<file path="src/rtl/channel_rx_pkg.sv">
// Shared types and helpers for the channel receive path.
//   SAMPLE_W   : width of a channel sample
//   sample_t   : two's-complement channel sample
//   rx_state_t : receiver activity state (IDLE / INTEGRATE)
//   acc_width  : accumulator width that cannot wrap for spb samples
package channel_rx_pkg;

  localparam int SAMPLE_W = 16;

  typedef logic signed [SAMPLE_W-1:0] sample_t;

  typedef enum logic {
    IDLE,
    INTEGRATE
  } rx_state_t;

  function automatic int acc_width(input int spb);
    return SAMPLE_W + $clog2(spb);
  endfunction

endpackage

</file>
<file path="src/rtl/rx_integrate_dump.sv">
// Integrate-and-dump bit detector.
// Sums SAMPLES_PER_BIT accepted samples and makes a hard decision on the
// full sum (sum >= 0 -> 1).
//   clk, reset : rising-edge clock, synchronous active-high reset
//   sample     : signed channel sample
//   accept     : sample is taken this cycle
//   clear      : discard the partial bit (accumulator and sample count)
//   decide     : combinational; this accepted sample completes a bit
//   decision   : combinational; the bit value decided this cycle
//   bit_out    : registered last decided bit
//   bit_valid  : one-cycle pulse, one cycle after the completing sample
module rx_integrate_dump
  import channel_rx_pkg::*;
#(
  parameter int SAMPLES_PER_BIT = 4
) (
  input  logic    clk,
  input  logic    reset,
  input  sample_t sample,
  input  logic    accept,
  input  logic    clear,
  output logic    decide,
  output logic    decision,
  output logic    bit_out,
  output logic    bit_valid
);

  localparam int ACC_W = acc_width(SAMPLES_PER_BIT);
  localparam int CNT_W = $clog2(SAMPLES_PER_BIT);

  logic signed [ACC_W-1:0] acc;
  logic signed [ACC_W-1:0] sum;
  logic [CNT_W-1:0]        sample_cnt;

  always_comb begin
    sum      = acc + {{(ACC_W-SAMPLE_W){sample[SAMPLE_W-1]}}, sample};
    decide   = accept && (sample_cnt == CNT_W'(SAMPLES_PER_BIT-1));
    decision = ~sum[ACC_W-1];
  end

  always_ff @(posedge clk) begin
    if (reset) begin
      acc        <= '0;
      sample_cnt <= '0;
      bit_out    <= 1'b0;
      bit_valid  <= 1'b0;
    end else begin
      bit_valid <= decide;
      if (decide) begin
        bit_out <= decision;
      end
      if (clear || decide) begin
        acc        <= '0;
        sample_cnt <= '0;
      end else if (accept) begin
        acc        <= sum;
        sample_cnt <= sample_cnt + CNT_W'(1);
      end
    end
  end

endmodule

</file>
<file path="src/rtl/channel_receiver.sv">
// Receive-side detector: integrate-and-dump bit decisions packed into
// WORD_BITS-wide words offered downstream through valid/ready.
//   CLOCK_50   : system clock
//   reset      : synchronous active-high reset
//   rx_sample  : signed channel sample, valid when sample_en
//   sample_en  : sample strobe
//   enable     : low ignores samples and holds all partial state
//   resync     : discard partial bit and word (outputs untouched)
//   bit_out    : last decided bit, bit_valid pulses when it updates
//   word_out   : packed word (zero above WORD_BITS-1), word_valid while
//                unconsumed, consumed on word_valid & word_ready
//   overflow   : sticky; a completed word was dropped
module channel_receiver
  import channel_rx_pkg::*;
#(
  parameter int SAMPLES_PER_BIT = 4,
  parameter int WORD_BITS       = 16,
  parameter int MSB_FIRST       = 1
) (
  input  logic        CLOCK_50,
  input  logic        reset,
  input  logic [15:0] rx_sample,
  input  logic        sample_en,
  input  logic        enable,
  input  logic        resync,
  output logic        bit_out,
  output logic        bit_valid,
  output logic [15:0] word_out,
  output logic        word_valid,
  input  logic        word_ready,
  output logic        overflow
);

  localparam int BCNT_W = $clog2(WORD_BITS);

  rx_state_t             state;
  logic                  accept;
  logic                  decide;
  logic                  decision;
  logic                  complete;
  logic [BCNT_W-1:0]     bit_cnt;
  logic [WORD_BITS-1:0]  shift_reg;
  logic [WORD_BITS-1:0]  packed_word;

  // Acceptance follows enable directly rather than the registered state so
  // the first strobe after re-enabling is not lost.
  assign accept = sample_en & enable & ~resync;

  rx_integrate_dump #(
    .SAMPLES_PER_BIT(SAMPLES_PER_BIT)
  ) u_integrate (
    .clk      (CLOCK_50),
    .reset    (reset),
    .sample   (sample_t'(rx_sample)),
    .accept   (accept),
    .clear    (resync),
    .decide   (decide),
    .decision (decision),
    .bit_out  (bit_out),
    .bit_valid(bit_valid)
  );

  // Packing uses the combinational decision so a completed word appears in
  // the same cycle as the bit_valid of its last bit.
  always_comb begin
    if (MSB_FIRST != 0) begin
      packed_word = {shift_reg[WORD_BITS-2:0], decision};
    end else begin
      packed_word = {decision, shift_reg[WORD_BITS-1:1]};
    end
    complete = decide && (bit_cnt == BCNT_W'(WORD_BITS-1));
  end

  always_ff @(posedge CLOCK_50) begin
    if (reset) begin
      state      <= IDLE;
      bit_cnt    <= '0;
      shift_reg  <= '0;
      word_out   <= '0;
      word_valid <= 1'b0;
      overflow   <= 1'b0;
    end else begin
      case (state)
        IDLE:      if (enable)  state <= INTEGRATE;
        INTEGRATE: if (!enable) state <= IDLE;
        default:   state <= IDLE;
      endcase

      if (resync) begin
        bit_cnt   <= '0;
        shift_reg <= '0;
      end else if (decide) begin
        shift_reg <= packed_word;
        bit_cnt   <= complete ? '0 : bit_cnt + BCNT_W'(1);
      end

      if (complete) begin
        if (!word_valid || word_ready) begin
          word_out   <= 16'(packed_word);
          word_valid <= 1'b1;
        end else begin
          overflow <= 1'b1;
        end
      end else if (word_valid && word_ready) begin
        word_valid <= 1'b0;
      end
    end
  end

endmodule

</file>
<file path="config.mk">
export PLATFORM = sky130hd
export DESIGN_NAME = channel_receiver
export DESIGN_NICKNAME = d
export VERILOG_FILES = /design/src/rtl/channel_rx_pkg.sv /design/src/rtl/rx_integrate_dump.sv /design/src/rtl/channel_receiver.sv
export SDC_FILE = /design/constraint.sdc
export NUM_CORES = 1
export LEC_CHECK = 0
export CORE_ASPECT_RATIO = 0.5
export CORE_MARGIN = 2
export CORE_UTILIZATION = 40
export DETAILED_ROUTE_END_ITERATION = 8
export GPL_TIMING_DRIVEN = 0
export REMOVE_ABC_BUFFERS = 1
export SYNTH_ARGS = -nofsm -noshare
export SYNTH_HDL_FRONTEND = slang
export SYNTH_SLANG_ARGS = --single-unit
</file>
<file path="constraint.sdc">
create_clock -name CLOCK_50 -period 3.4 [get_ports CLOCK_50]
set_input_delay 0.68 -clock CLOCK_50 [delete_from_list [all_inputs] [get_ports CLOCK_50]]
set_output_delay 0.68 -clock CLOCK_50 [all_outputs]
set_load 0.005 [all_outputs]
</file>
==> flow_summary_export.csv <==
group,metric,value,unit
power_and_ir_drop,clkPwrFrac,52.7,%
sta,tightest_slew,911,ps
worst_setup_path,worst_ep_required_time,3640,ps
finish,syn_to_final_growth,25.2,%
sta,finalClockSkew,5.73,ps
yosys,synth_seq_cells,59,
worst_setup_path,setup.worst_path.class,"in2reg",
sta,setup_viol,0,
sta,fmax,0.332,GHz
finish,num_antenna_cells,0,
power_and_ir_drop,p_leak,1.46,nW
sta,max_slew_margin,39.1,%
yosys,syn_avg_cell_area,7.77,um2
global_routing,grt_pass1_vias,2553,
worst_setup_path,endpoint_kind,"flip-flop",
global_routing,grt_pass1_wl,11600,um
yosys,yosys.area.top_type_share,38.9,%
yosys,synthCells,391,
sta,drv_slew,0,
sta,hold_viol_final,0,
placement,dp_hpwl,4750,um
clock_network,cts_hold_buf,0,
finish,final_layout_size_suffix_gt1_share,6.07,%
floorplan,dieArea,8350,um2
yosys,synth.distinct_cells,45,
sta,fin_crit,3010,ps
clock_network,h-tree-depth,3,
worst_setup_path,crit_path_max_fanout,23,
floorplan,dieWidth,127,um
finish,nets,465,
worst_setup_path,cpPeakStageDelay,540,ps
floorplan,io_pins,42,
power_and_ir_drop,internal_power,1.32,mW
clock_network,cts_buffers,9,
clock_network,clk_pin_slew,60,ps
min_path,min_path_type,"reg2reg",
worst_setup_path,cp_cell_sequence,"clkdlybuf4s50_1 > nand2_1 > nor2_2 > nand2_2 > or2_2 > nor2_4 > nand2_1 > a21oi_1",
worst_setup_path,cp.arrival,3250,ps
finish,fin_cells,524,
power_and_ir_drop,finalPower,1.72,mW
placement,post_dp_cell_area,3490,um2
clock_network,cts_max_path_buffers,2,
power_and_ir_drop,combinationalPowerShare,6.8,%
yosys,yosysTopAreaCell,"dfxtp_1",
job,maxCapViolCount,0,
outcome,outcome,"complete, no violations",
global_routing,gr-total-overflow,0,
yosys,syn_area,3040,um2
detailed_routing,drtAntennaViolNets,0,
clock_network,insertion_delay,330,ps
detailed_routing,routed_via_density,5.19,
power_and_ir_drop,power_density,452,nW/um2
worst_setup_path,start_kind,"primary input",
sta,fin_crit_sh,88.5,%
floorplan,die_h,65.6,um
detailed_routing,drtPass1Iterations,4,
placement,dp_cells,508,
finish,largest_reg_flops,18,
global_routing,gr-usage-all-layers,17.8,%
floorplan,rows,22,
detailed_routing,routedWlPerCell,13.1,um
detailed_routing,wl,6890,um
power_and_ir_drop,p_sw_share,23.3,%
yosys,synthArstFlopShare,0,%
floorplan,start_util,41.3,%
detailed_routing,dr.first_iter.drc_count,126,
floorplan,core_region_area,7350,um2
finish,fin_util,51.8,%
yosys,synth_edf_count,0,
placement,portBuffers,41,
worst_setup_path,path_common_cell,"nand2_1",
detailed_routing,vias,2718,
placement,post-place-ws,-514,ps
worst_setup_path,crit_slowest_cell,"nor2_2",
clock_network,cts_tree,"yes",
yosys,synth_area_leaders,"dfxtp_1 (39%), nand2_1 (13%), a21oi_1 (9.6%)",
global_routing,antenna_found_initial,0,
finish,design_area,3800,um2
yosys,yosysWarnings,0,
detailed_routing,drc,0,
sta,setup_ws,390,ps
global_routing,grt_start_max_net_pins,27,
power_and_ir_drop,p_sw,0.401,mW
yosys,yosysSeqAreaShare,38.9,%
sta,whs,451,ps
clock_network,cts.sinks,59,
clock_network,cts_root_buf,"clkbuf_16",
power_and_ir_drop,ir_drop,0.311,mV
clock_network,cts_setup_buffers,0,
sta,rsz0062_at_grt,"no",
placement,gp_congestion,0.900,
sta,setup_tns,0,ps
yosys,ys_dominant_reg_cell,"dfxtp_1",
power_and_ir_drop,pwr-share-seq,40.6,%
==> final timing paths <==
check	start	to	slack, ps	cells after the start
min reg2reg	word_out[3]	word_out[3]	450	2
max reg2reg	u_integrate.acc[0]	u_integrate.acc[16]	910	10
min	word_out[3]	word_out[3]	450	2
max	sample_en	word_out[5]	390	8
==> worst max-delay path: cells and delay by family <==
| kind | cells | cell delay, ps |
|---|---|---|
| simple gates | 6 | 1950 |
| buf+inv | 1 | 460 |
| compound gates | 1 | 150 |
==> cell type report <==
cell class | count | area [um2]
Multi-Input combinational cell | 306 | 1770
Fill cell | 716 | 3550
Tap cell | 96 | 120
Clock buffer | 9 | 225
Sequential cell | 59 | 1180
Timing Repair Buffer | 41 | 410
Inverter | 6 | 22.5
Clock inverter | 7 | 76.3
==> logic make-up (layout without fill, tap and decap cells) <==
kind of cell	Yosys count	in the layout	share of synthesized area [%]
multiplexers	3	3	0.989
buffers and inverters	26	63	3.25
AND/OR/NAND/NOR	167	167	24.2
AO/OA/AOI/OAI	102	102	20.2
XOR/XNOR	14	14	4.04
adder cells (fa/ha/maj)	20	20	8.48
flip-flops	59	59	38.9
==> metal layers <==
| metal | vias to the layer above | part of all wire, % | routed length (um) | GRT usage (%) |
|---|---|---|---|---|
| li1 | 1409 | - | - | - |
| met1 | 1254 | 49 | 3410 | 21.0 |
| met2 | 45 | 45 | 3120 | 29.3 |
| met3 | 10 | 3.8 | 259 | 6.11 |
| met4 | 0 | 1.5 | 102 | 8.65 |
| met5 | - | 0 | 0 | 0 |
==> power by group through the flow <==
| stage | Combinational (mW) | Sequential, mW | Clock, mW |
|---|---|---|---|
| after floorplan | 0.0668 | 0.712 | 0 |
| after global placement | 0.112 | 0.712 | 0 |
| after detailed placement | 0.115 | 0.712 | 0 |
| after CTS | 0.116 | 0.697 | 0.929 |
| after global routing | 0.130 | 0.698 | 0.963 |
| final | 0.116 | 0.698 | 0.905 |
==> layout by cell type (no fill, tap or decap), types with 4 or more instances in the layout <==
cell type and count:
inv_1 6, o21ai_0 11, nand2_1 104, ha_1 19
clkdlybuf4s50_1 41, xor2_1 8, a21oi_1 58, dfxtp_1 59
a21o_1 8, and2_1 4, nand3_1 6, nor2_1 17
xnor2_1 6, o21a_1 4, nor3_1 6, clkbuf_16 9
a32o_1 5
==> synth_stat cells (4+ instances only) <==
cell type  instances
nor2_1            18
clkbuf_1          19
o21a_1             4
a21oi_1           58
ha_1              19
a32o_1             5
xnor2_1            6
nor3_1             6
inv_1              6
xor2_1             8
dfxtp_1           59
o21ai_0           11
nand3_1            6
a21o_1             8
nand2_1          105
==> what timing repair did <==
action | 4_1_cts | 5_1_grt
hold endpoints to repair | 0 | 0
endpoints found under the setup margin | 16 | 24
gates resized for setup | 1 | 3
Power figures use the tool's default switching activity.
